`src/rtl/sdrstick_rx_framer_if.sv`:
```
// Signal bundle for sdrstick_rx_framer: show-ahead FIFO read side, Avalon-ST source and CPU register port.
// master = framer side, slave = surrounding system (FIFO, sink, CPU).
interface sdrstick_rx_framer_if;
    logic [31:0] fifo_readdata;
    logic        fifo_empty;
    logic        fifo_read;
    logic [31:0] out_data;
    logic        out_valid;
    logic        out_startofpacket;
    logic        out_endofpacket;
    logic        out_ready;
    logic [1:0]  ctl_address;
    logic        ctl_read;
    logic        ctl_write;
    logic [31:0] ctl_writedata;
    logic [31:0] ctl_readdata;

    modport master (
        input  fifo_readdata, fifo_empty, out_ready,
        input  ctl_address, ctl_read, ctl_write, ctl_writedata,
        output fifo_read, out_data, out_valid, out_startofpacket, out_endofpacket, ctl_readdata
    );

    modport slave (
        output fifo_readdata, fifo_empty, out_ready,
        output ctl_address, ctl_read, ctl_write, ctl_writedata,
        input  fifo_read, out_data, out_valid, out_startofpacket, out_endofpacket, ctl_readdata
    );
endinterface

```
`src/rtl/sdrstick_rx_framer.sv`:
```
// Packs 24-bit I/Q sample pairs from a show-ahead FIFO into headered Avalon-ST frames (3 words per 2 pairs).
// Define SDRSTICK_FRAMER_CRC_EN to append an XOR trailer word carrying the end-of-packet marker.
module sdrstick_rx_framer (
    input  logic                 clk,
    input  logic                 reset_n,
    sdrstick_rx_framer_if.master bus
);
    typedef enum logic [2:0] {
        IDLE    = 3'd0,
        HDR     = 3'd1,
        COLLECT = 3'd2,
        W0      = 3'd3,
        W1      = 3'd4,
        W2      = 3'd5
`ifdef SDRSTICK_FRAMER_CRC_EN
        , TRL   = 3'd6
`endif
    } state_t;

    function automatic logic [7:0] latch_len(input logic [7:0] raw);
        logic [7:0] even;
        even = {raw[7:1], 1'b0};
        return (even == 8'd0) ? 8'd2 : even;
    endfunction

    function automatic logic [31:0] fold_word(input logic [31:0] acc, input logic [31:0] word);
        return acc ^ word;
    endfunction

    state_t           state_r, state_s;
    logic             enable_r;
    logic [7:0]       frame_len_r, lat_s;
    logic [7:0]       seq_r, seq_s, len_r, len_s;
    logic [31:0]      count_r, count_s, crc_r, crc_s, rdata_r;
    logic [6:0]       grp_r, grp_s;
    logic [1:0]       idx_r, idx_s;
    logic [3:0][23:0] smp_r, smp_s;
    logic             pop_s, accept_s, frame_end_s;
    logic [31:0]      data_r, data_s;
    logic             valid_r, valid_s, sop_r, sop_s, eop_r, eop_s;
    logic             unused_s;

    // Next-state, sample capture and frame bookkeeping
    always_comb begin
        state_s     = state_r;
        len_s       = len_r;
        grp_s       = grp_r;
        idx_s       = idx_r;
        smp_s       = smp_r;
        crc_s       = crc_r;
        seq_s       = seq_r;
        count_s     = count_r;
        pop_s       = 1'b0;
        frame_end_s = 1'b0;
        lat_s       = latch_len(frame_len_r);
        accept_s    = valid_r & bus.out_ready;
        case (state_r)
            IDLE: begin
                if (enable_r) begin
                    state_s = HDR;
                    len_s   = lat_s;
                    grp_s   = lat_s[7:1];
                end else begin
                    state_s = IDLE;
                end
            end
            HDR: begin
                if (accept_s) begin
                    state_s = COLLECT;
                    idx_s   = 2'd0;
                    crc_s   = 32'd0;
                end else begin
                    state_s = HDR;
                end
            end
            COLLECT: begin
                if (!bus.fifo_empty) begin
                    pop_s        = 1'b1;
                    smp_s[idx_r] = bus.fifo_readdata[23:0];
                    idx_s        = idx_r + 2'd1;
                    if (idx_r == 2'd3) begin
                        state_s = W0;
                    end else begin
                        state_s = COLLECT;
                    end
                end else begin
                    state_s = COLLECT;
                end
            end
            W0: begin
                if (accept_s) begin
                    crc_s   = fold_word(crc_r, data_r);
                    state_s = W1;
                end else begin
                    state_s = W0;
                end
            end
            W1: begin
                if (accept_s) begin
                    crc_s   = fold_word(crc_r, data_r);
                    state_s = W2;
                end else begin
                    state_s = W1;
                end
            end
            W2: begin
                if (accept_s) begin
                    crc_s = fold_word(crc_r, data_r);
                    if (grp_r == 7'd1) begin
`ifdef SDRSTICK_FRAMER_CRC_EN
                        state_s = TRL;
`else
                        frame_end_s = 1'b1;
`endif
                    end else begin
                        grp_s   = grp_r - 7'd1;
                        state_s = COLLECT;
                    end
                end else begin
                    state_s = W2;
                end
            end
`ifdef SDRSTICK_FRAMER_CRC_EN
            TRL: begin
                if (accept_s) begin
                    frame_end_s = 1'b1;
                end else begin
                    state_s = TRL;
                end
            end
`endif
            default: state_s = IDLE;
        endcase
        // Enable and frame_len are only sampled here, so mid-frame writes wait for the next frame
        if (frame_end_s) begin
            seq_s   = seq_r + 8'd1;
            count_s = count_r + 32'd1;
            if (enable_r) begin
                state_s = HDR;
                len_s   = lat_s;
                grp_s   = lat_s[7:1];
            end else begin
                state_s = IDLE;
            end
        end else begin
            seq_s = seq_r;
        end
    end

    // Source word for the state being entered, so the outputs can be registered
    always_comb begin
        data_s  = 32'd0;
        valid_s = 1'b0;
        sop_s   = 1'b0;
        eop_s   = 1'b0;
        case (state_s)
            HDR: begin
                data_s  = {8'hA5, seq_s, 8'h00, len_s};
                valid_s = 1'b1;
                sop_s   = 1'b1;
            end
            W0: begin
                data_s  = {smp_s[0], smp_s[1][23:16]};
                valid_s = 1'b1;
            end
            W1: begin
                data_s  = {smp_s[1][15:0], smp_s[2][23:8]};
                valid_s = 1'b1;
            end
            W2: begin
                data_s  = {smp_s[2][7:0], smp_s[3]};
                valid_s = 1'b1;
`ifdef SDRSTICK_FRAMER_CRC_EN
                eop_s   = 1'b0;
`else
                eop_s   = (grp_s == 7'd1);
`endif
            end
`ifdef SDRSTICK_FRAMER_CRC_EN
            TRL: begin
                data_s  = crc_s;
                valid_s = 1'b1;
                eop_s   = 1'b1;
            end
`endif
            default: data_s = 32'd0;
        endcase
    end

    // Framer state, datapath and registered source outputs
    always_ff @(posedge clk or negedge reset_n) begin
        if (!reset_n) begin
            state_r <= IDLE;
            len_r   <= 8'd0;
            grp_r   <= 7'd0;
            idx_r   <= 2'd0;
            smp_r   <= 96'd0;
            crc_r   <= 32'd0;
            seq_r   <= 8'd0;
            count_r <= 32'd0;
            data_r  <= 32'd0;
            valid_r <= 1'b0;
            sop_r   <= 1'b0;
            eop_r   <= 1'b0;
        end else begin
            state_r <= state_s;
            len_r   <= len_s;
            grp_r   <= grp_s;
            idx_r   <= idx_s;
            smp_r   <= smp_s;
            crc_r   <= crc_s;
            seq_r   <= seq_s;
            count_r <= count_s;
            data_r  <= data_s;
            valid_r <= valid_s;
            sop_r   <= sop_s;
            eop_r   <= eop_s;
        end
    end

    // CPU register writes and one-cycle-latency reads; a write wins over a simultaneous read
    always_ff @(posedge clk or negedge reset_n) begin
        if (!reset_n) begin
            enable_r    <= 1'b0;
            frame_len_r <= 8'd64;
            rdata_r     <= 32'd0;
        end else if (bus.ctl_write) begin
            case (bus.ctl_address)
                2'd0:    enable_r    <= bus.ctl_writedata[0];
                2'd1:    frame_len_r <= bus.ctl_writedata[7:0];
                default: enable_r    <= enable_r;
            endcase
        end else if (bus.ctl_read) begin
            case (bus.ctl_address)
                2'd0:    rdata_r <= {31'd0, enable_r};
                2'd1:    rdata_r <= {24'd0, frame_len_r};
                2'd2:    rdata_r <= {24'd0, seq_r};
                default: rdata_r <= count_r;
            endcase
        end else begin
            rdata_r <= rdata_r;
        end
    end

    assign bus.fifo_read         = pop_s;
    assign bus.out_data          = data_r;
    assign bus.out_valid         = valid_r;
    assign bus.out_startofpacket = sop_r;
    assign bus.out_endofpacket   = eop_r;
    assign bus.ctl_readdata      = rdata_r;
    assign unused_s              = ^{bus.fifo_readdata[31:24], bus.ctl_writedata[31:8]};
endmodule
```
`src/flat_wrapper.sv`:
```
// flat-port wrapper written by rule: the top's interface ports become plain ports
module sdrstick_rx_framer_flat 
  (clk, reset_n, bus_fifo_readdata, bus_fifo_empty, bus_out_ready, bus_ctl_address, bus_ctl_read, bus_ctl_write, bus_ctl_writedata, bus_fifo_read, bus_out_data, bus_out_valid, bus_out_startofpacket, bus_out_endofpacket, bus_ctl_readdata);
  sdrstick_rx_framer_if bus_i ();
  input  logic clk;
  input  logic reset_n;
  input wire logic [$bits(bus_i.fifo_readdata)-1:0] bus_fifo_readdata;
  input wire logic [$bits(bus_i.fifo_empty)-1:0] bus_fifo_empty;
  input wire logic [$bits(bus_i.out_ready)-1:0] bus_out_ready;
  input wire logic [$bits(bus_i.ctl_address)-1:0] bus_ctl_address;
  input wire logic [$bits(bus_i.ctl_read)-1:0] bus_ctl_read;
  input wire logic [$bits(bus_i.ctl_write)-1:0] bus_ctl_write;
  input wire logic [$bits(bus_i.ctl_writedata)-1:0] bus_ctl_writedata;
  output wire logic [$bits(bus_i.fifo_read)-1:0] bus_fifo_read;
  output wire logic [$bits(bus_i.out_data)-1:0] bus_out_data;
  output wire logic [$bits(bus_i.out_valid)-1:0] bus_out_valid;
  output wire logic [$bits(bus_i.out_startofpacket)-1:0] bus_out_startofpacket;
  output wire logic [$bits(bus_i.out_endofpacket)-1:0] bus_out_endofpacket;
  output wire logic [$bits(bus_i.ctl_readdata)-1:0] bus_ctl_readdata;
  assign bus_i.fifo_readdata = bus_fifo_readdata;
  assign bus_i.fifo_empty = bus_fifo_empty;
  assign bus_i.out_ready = bus_out_ready;
  assign bus_i.ctl_address = bus_ctl_address;
  assign bus_i.ctl_read = bus_ctl_read;
  assign bus_i.ctl_write = bus_ctl_write;
  assign bus_i.ctl_writedata = bus_ctl_writedata;
  assign bus_fifo_read = bus_i.fifo_read;
  assign bus_out_data = bus_i.out_data;
  assign bus_out_valid = bus_i.out_valid;
  assign bus_out_startofpacket = bus_i.out_startofpacket;
  assign bus_out_endofpacket = bus_i.out_endofpacket;
  assign bus_ctl_readdata = bus_i.ctl_readdata;
  sdrstick_rx_framer u_core (.clk(clk), .reset_n(reset_n), .bus(bus_i));
endmodule
```
`config.mk`:
```
export PLATFORM = sky130hd
export DESIGN_NAME = sdrstick_rx_framer_flat
export DESIGN_NICKNAME = d
export VERILOG_FILES = /design/src/rtl/sdrstick_rx_framer_if.sv /design/src/rtl/sdrstick_rx_framer.sv /design/src/flat_wrapper.sv
export SDC_FILE = /design/constraint.sdc
export NUM_CORES = 1
export LEC_CHECK = 0
export ABC_CLOCK_PERIOD_IN_PS = 6260
export BUFFER_PORTS_ARGS = -buffer_cell sky130_fd_sc_hd__buf_2
export CAP_MARGIN = 30
export CORE_ASPECT_RATIO = 1.4
export CORE_MARGIN = 2
export CORE_UTILIZATION = 62
export DETAILED_ROUTE_END_ITERATION = 16
export PLACE_DENSITY = 0.85
export SKIP_LAST_GASP = 1
export SYNTH_ARGS = -nofsm -noshare
export SYNTH_HDL_FRONTEND = slang
export SYNTH_SLANG_ARGS = --single-unit
export TNS_END_PERCENT = 100
```
`constraint.sdc`:
```
create_clock -name clk -period 6.26 [get_ports clk]
set_input_delay 0.626 -clock clk [delete_from_list [all_inputs] [get_ports clk]]
set_output_delay 0.626 -clock clk [all_outputs]
set_load 0.05 [all_outputs]
```
==> metrics <==
startpoint class of the critical path register; Die Ht 154 um; clock skew 0.00982 ns; area of the multi-input gates 3900 um2; Starting Density 62.8%; count leader, synth dfrtp_1; YS warnings 0; TritonCTS buffer count 22; first-pass GRT wire length 37.9 mm; pre-CTS setup slack 2.77 ns; initial drt markers 487; EDFF count, synth 0; Slew Limit Fails 0; internal power 3.37 mW; combinational power share 33.1%; largest net degree at the start of global routing 95; critical register-to-register path endpoint u_core.bus.out_data[4]$_DFF_PN0_; Synth Register Bits 232; Sw Pwr 1.91 mW; layout cells sized above 1 25.3%; GRT met1 Usage 34.2%; Cell Area, Synth 10000 um2; post-synthesis cell count 850; r2r setup slk 2.74 ns; die footprint 17200 um2; Cell Chain, Critical Path nor4b_2 -> and2_0 -> a311oi_4 -> or3_1 -> a21oi_1 -> or3b_2; Synth top cells by count dfrtp_1, nand2_1, mux2_2, mux2i_1, inv_1; Worst slew margin 33.2%; worst min path class input pin to async pin; final worst-path cycle share 56.2%; cell taking the most area after synthesis dfrtp_1; final setup fails 0; Setup TNS 0 ns; worst-path fanout max 21; vias in the first global route 7391; Seq/Total Area, Yosys 57.9%; Routed Wire Length 23.1 mm; CTS Root Cell clkbuf_16; top cell type's share of synthesized area 57.7%; Final min period 3.52 ns; M2 GR Usage 48.0%; origin of the critical flop-to-flop path u_core.state_r[0]$_DFF_PN0_; top_reg_cell synth dfrtp_1; Flop pwr share 40.2%; Arr. time, crit path 3.90 ns; Yosys cell types 69; FILL cells 1055; Worst Setup Slack, final 2.74 ns; routed len/inst 19.8 um; Power Density 458 nW/um2; grt ovf 0; buffer depth of the longest clock path 3; switching share of power 36.2%; maxcap violations 0; clock network power share 26.8%; crit path kind register to register; Area Growth Syn to Fin 15.0%; WP data required 6.64 ns; Fin. Hold Viols 0; Post-CTS Resized 0; top post-synthesis cells by area dfrtp_1, mux2_2, mux2i_1; post-synthesis mux area share 12.9%; Final nets 1030; Worst-Margin Slew 1.00 ns; via count 7132; most used routing layer in global routing met2; CP max stage delay 0.88 ns; antenna fix cells 0; CTS tree done; maximum clock rate 0.284 GHz; post-synthesis adder-cell area fraction 0.999%; # DRC 0; Max H-tree Level 1; Routed Antenna Nets 0; Die Wd 111 um; Syn Nets 930; # rows 55; largest family of logic cells by synthesized area multiplexers; total track usage 27.2%; initial antenna violation count 0; Post-Synth XOR/XNOR Area 3.32%; num ports 140; TritonRoute pass-1 iters 5; number of post-CTS setup repair buffers 0; Sink Count 232; Static Leak 5.97 nW; Async SR Flop Fraction 100%; Synth Area in Simple Gates 12.4%; Synth Area in Compound Gates 9.09%; Vias/cell 6.12; Slowest cell on crit path a311oi_4; outcome finished, final reports clean; worst vdd ir 0.323 mV; crit end category register; Core Box Area 16000 um2; Reg clk slew, reported paths 0.07 ns; Worst-Skew Late Latency 0.51 ns; met3 Resource Use GR 3.45%; Syn Area/Cell 11.8 um2; HPWL Detailed 15.0 mm; Reg area 5810 um2; GPL Wtd Cong 0.951; hold_buf cts 0; I/O Buffers 107; cells on worst reg2reg path 6; RSZ-0062 raised after global routing false
stage by stage:
| step | std cells | util (%) | hold slack, ns | power, mW | area [um2] |
|---|---|---|---|---|---|
| 6_report | 1165 | 72.2 | 0.124 | 5.28 | 11500 |
| 5_1_grt | 1165 | 72.2 | 0.189 | 5.52 | 11500 |
| 4_1_cts | 1165 | 72.2 | 0.163 | 5.27 | 11500 |
| 3_5_place_dp | 1125 | 67.3 | 0.461 | 3.84 | 10700 |
| 3_3_place_gp | 1125 | 67.3 | 0.449 | 3.78 | 10700 |
| 2_1_floorplan | 850 | - | 0.330 | 3.37 | 10000 |
layer usage:
layer | wire length, um | vias up
li1 | - | 3203
met1 | 8920 | 3549
met2 | 11900 | 314
met3 | 1510 | 66
met4 | 764 | 0
met5 | 0 | -
area by class of cell:
type | count | share of cell area, %
clock buffers | 32 | 5.89
clock inverters | 8 | 0.901
inverters | 38 | 1.24
multi-input cells | 536 | 33.8
flip-flops and latches | 232 | 50.4
well taps | 199 | 2.16
repair buffers | 120 | 5.58
worst max-delay path, delay by kind of cell (launching register included):
family,cells,cell delay (ns)
simple gates,4,1.60
compound gates,2,1.03
flops,1,0.75
cell families (layout without fill, tap and decap cells):
kind of cell,Yosys count,in the layout
compound gates,126,126
flops,232,232
buf+inv,82,198
simple gates,244,244
fa+ha+maj,8,8
xor+xnor,38,38
mux,120,120
state kept, by name, indices dropped and copies added, names as in the netlist, 2 cells and up:
name,flops
u_core.bus.ctl_readdata,32
u_core.bus.out_data,32
u_core.count_r,32
u_core.frame_len_r,8
u_core.grp_r,7
u_core.idx_r,2
u_core.len_r,8
u_core.seq_r,8
u_core.smp_r,96
u_core.state_r,3
cell usage in the layout (no fill, tap or decap), drive strengths merged, types with 16 or more instances in the layout:
cell type / n
clkbuf: 32
a22o: 24
nand2: 108
nand3: 21
buf: 120
o21ai: 19
mux2: 74
nor2: 27
dfrtp: 231
nor2b: 16
nand4: 18
mux2i: 46
xnor2: 28
inv: 38
power groups by stage:
| stage | Sequential [mW] | Combinational [mW] | Clock, mW |
|---|---|---|---|
| floorplan | 2.31 | 1.06 | 0 |
| global placement | 2.11 | 1.67 | 0 |
| detailed placement | 2.13 | 1.71 | 0 |
| CTS | 2.11 | 1.74 | 1.43 |
| global route | 2.16 | 1.88 | 1.48 |
| finish | 2.12 | 1.74 | 1.41 |
worst max path at each step:
| stage | start | endpoint | slack, ns | depth (start not counted) |
|---|---|---|---|---|
| finish | u_core.state_r[0]$_DFF_PN0_ | u_core.bus.out_data[4]$_DFF_PN0_ | 2.74 | 6 |
| global route | u_core.state_r[0]$_DFF_PN0_ | u_core.bus.out_data[4]$_DFF_PN0_ | 2.56 | 6 |
| CTS | u_core.state_r[0]$_DFF_PN0_ | u_core.bus.out_data[4]$_DFF_PN0_ | 2.80 | 6 |
| detailed placement | bus_out_ready | u_core.bus.out_data[4]$_DFF_PN0_ | 2.77 | 7 |
| global placement | bus_out_ready | u_core.bus.out_data[22]$_DFF_PN0_ | 2.77 | 7 |
| floorplan | bus_fifo_empty | u_core.bus.out_data[4]$_DFF_PN0_ | 2.97 | 6 |
(Power assumes the default switching activity.)
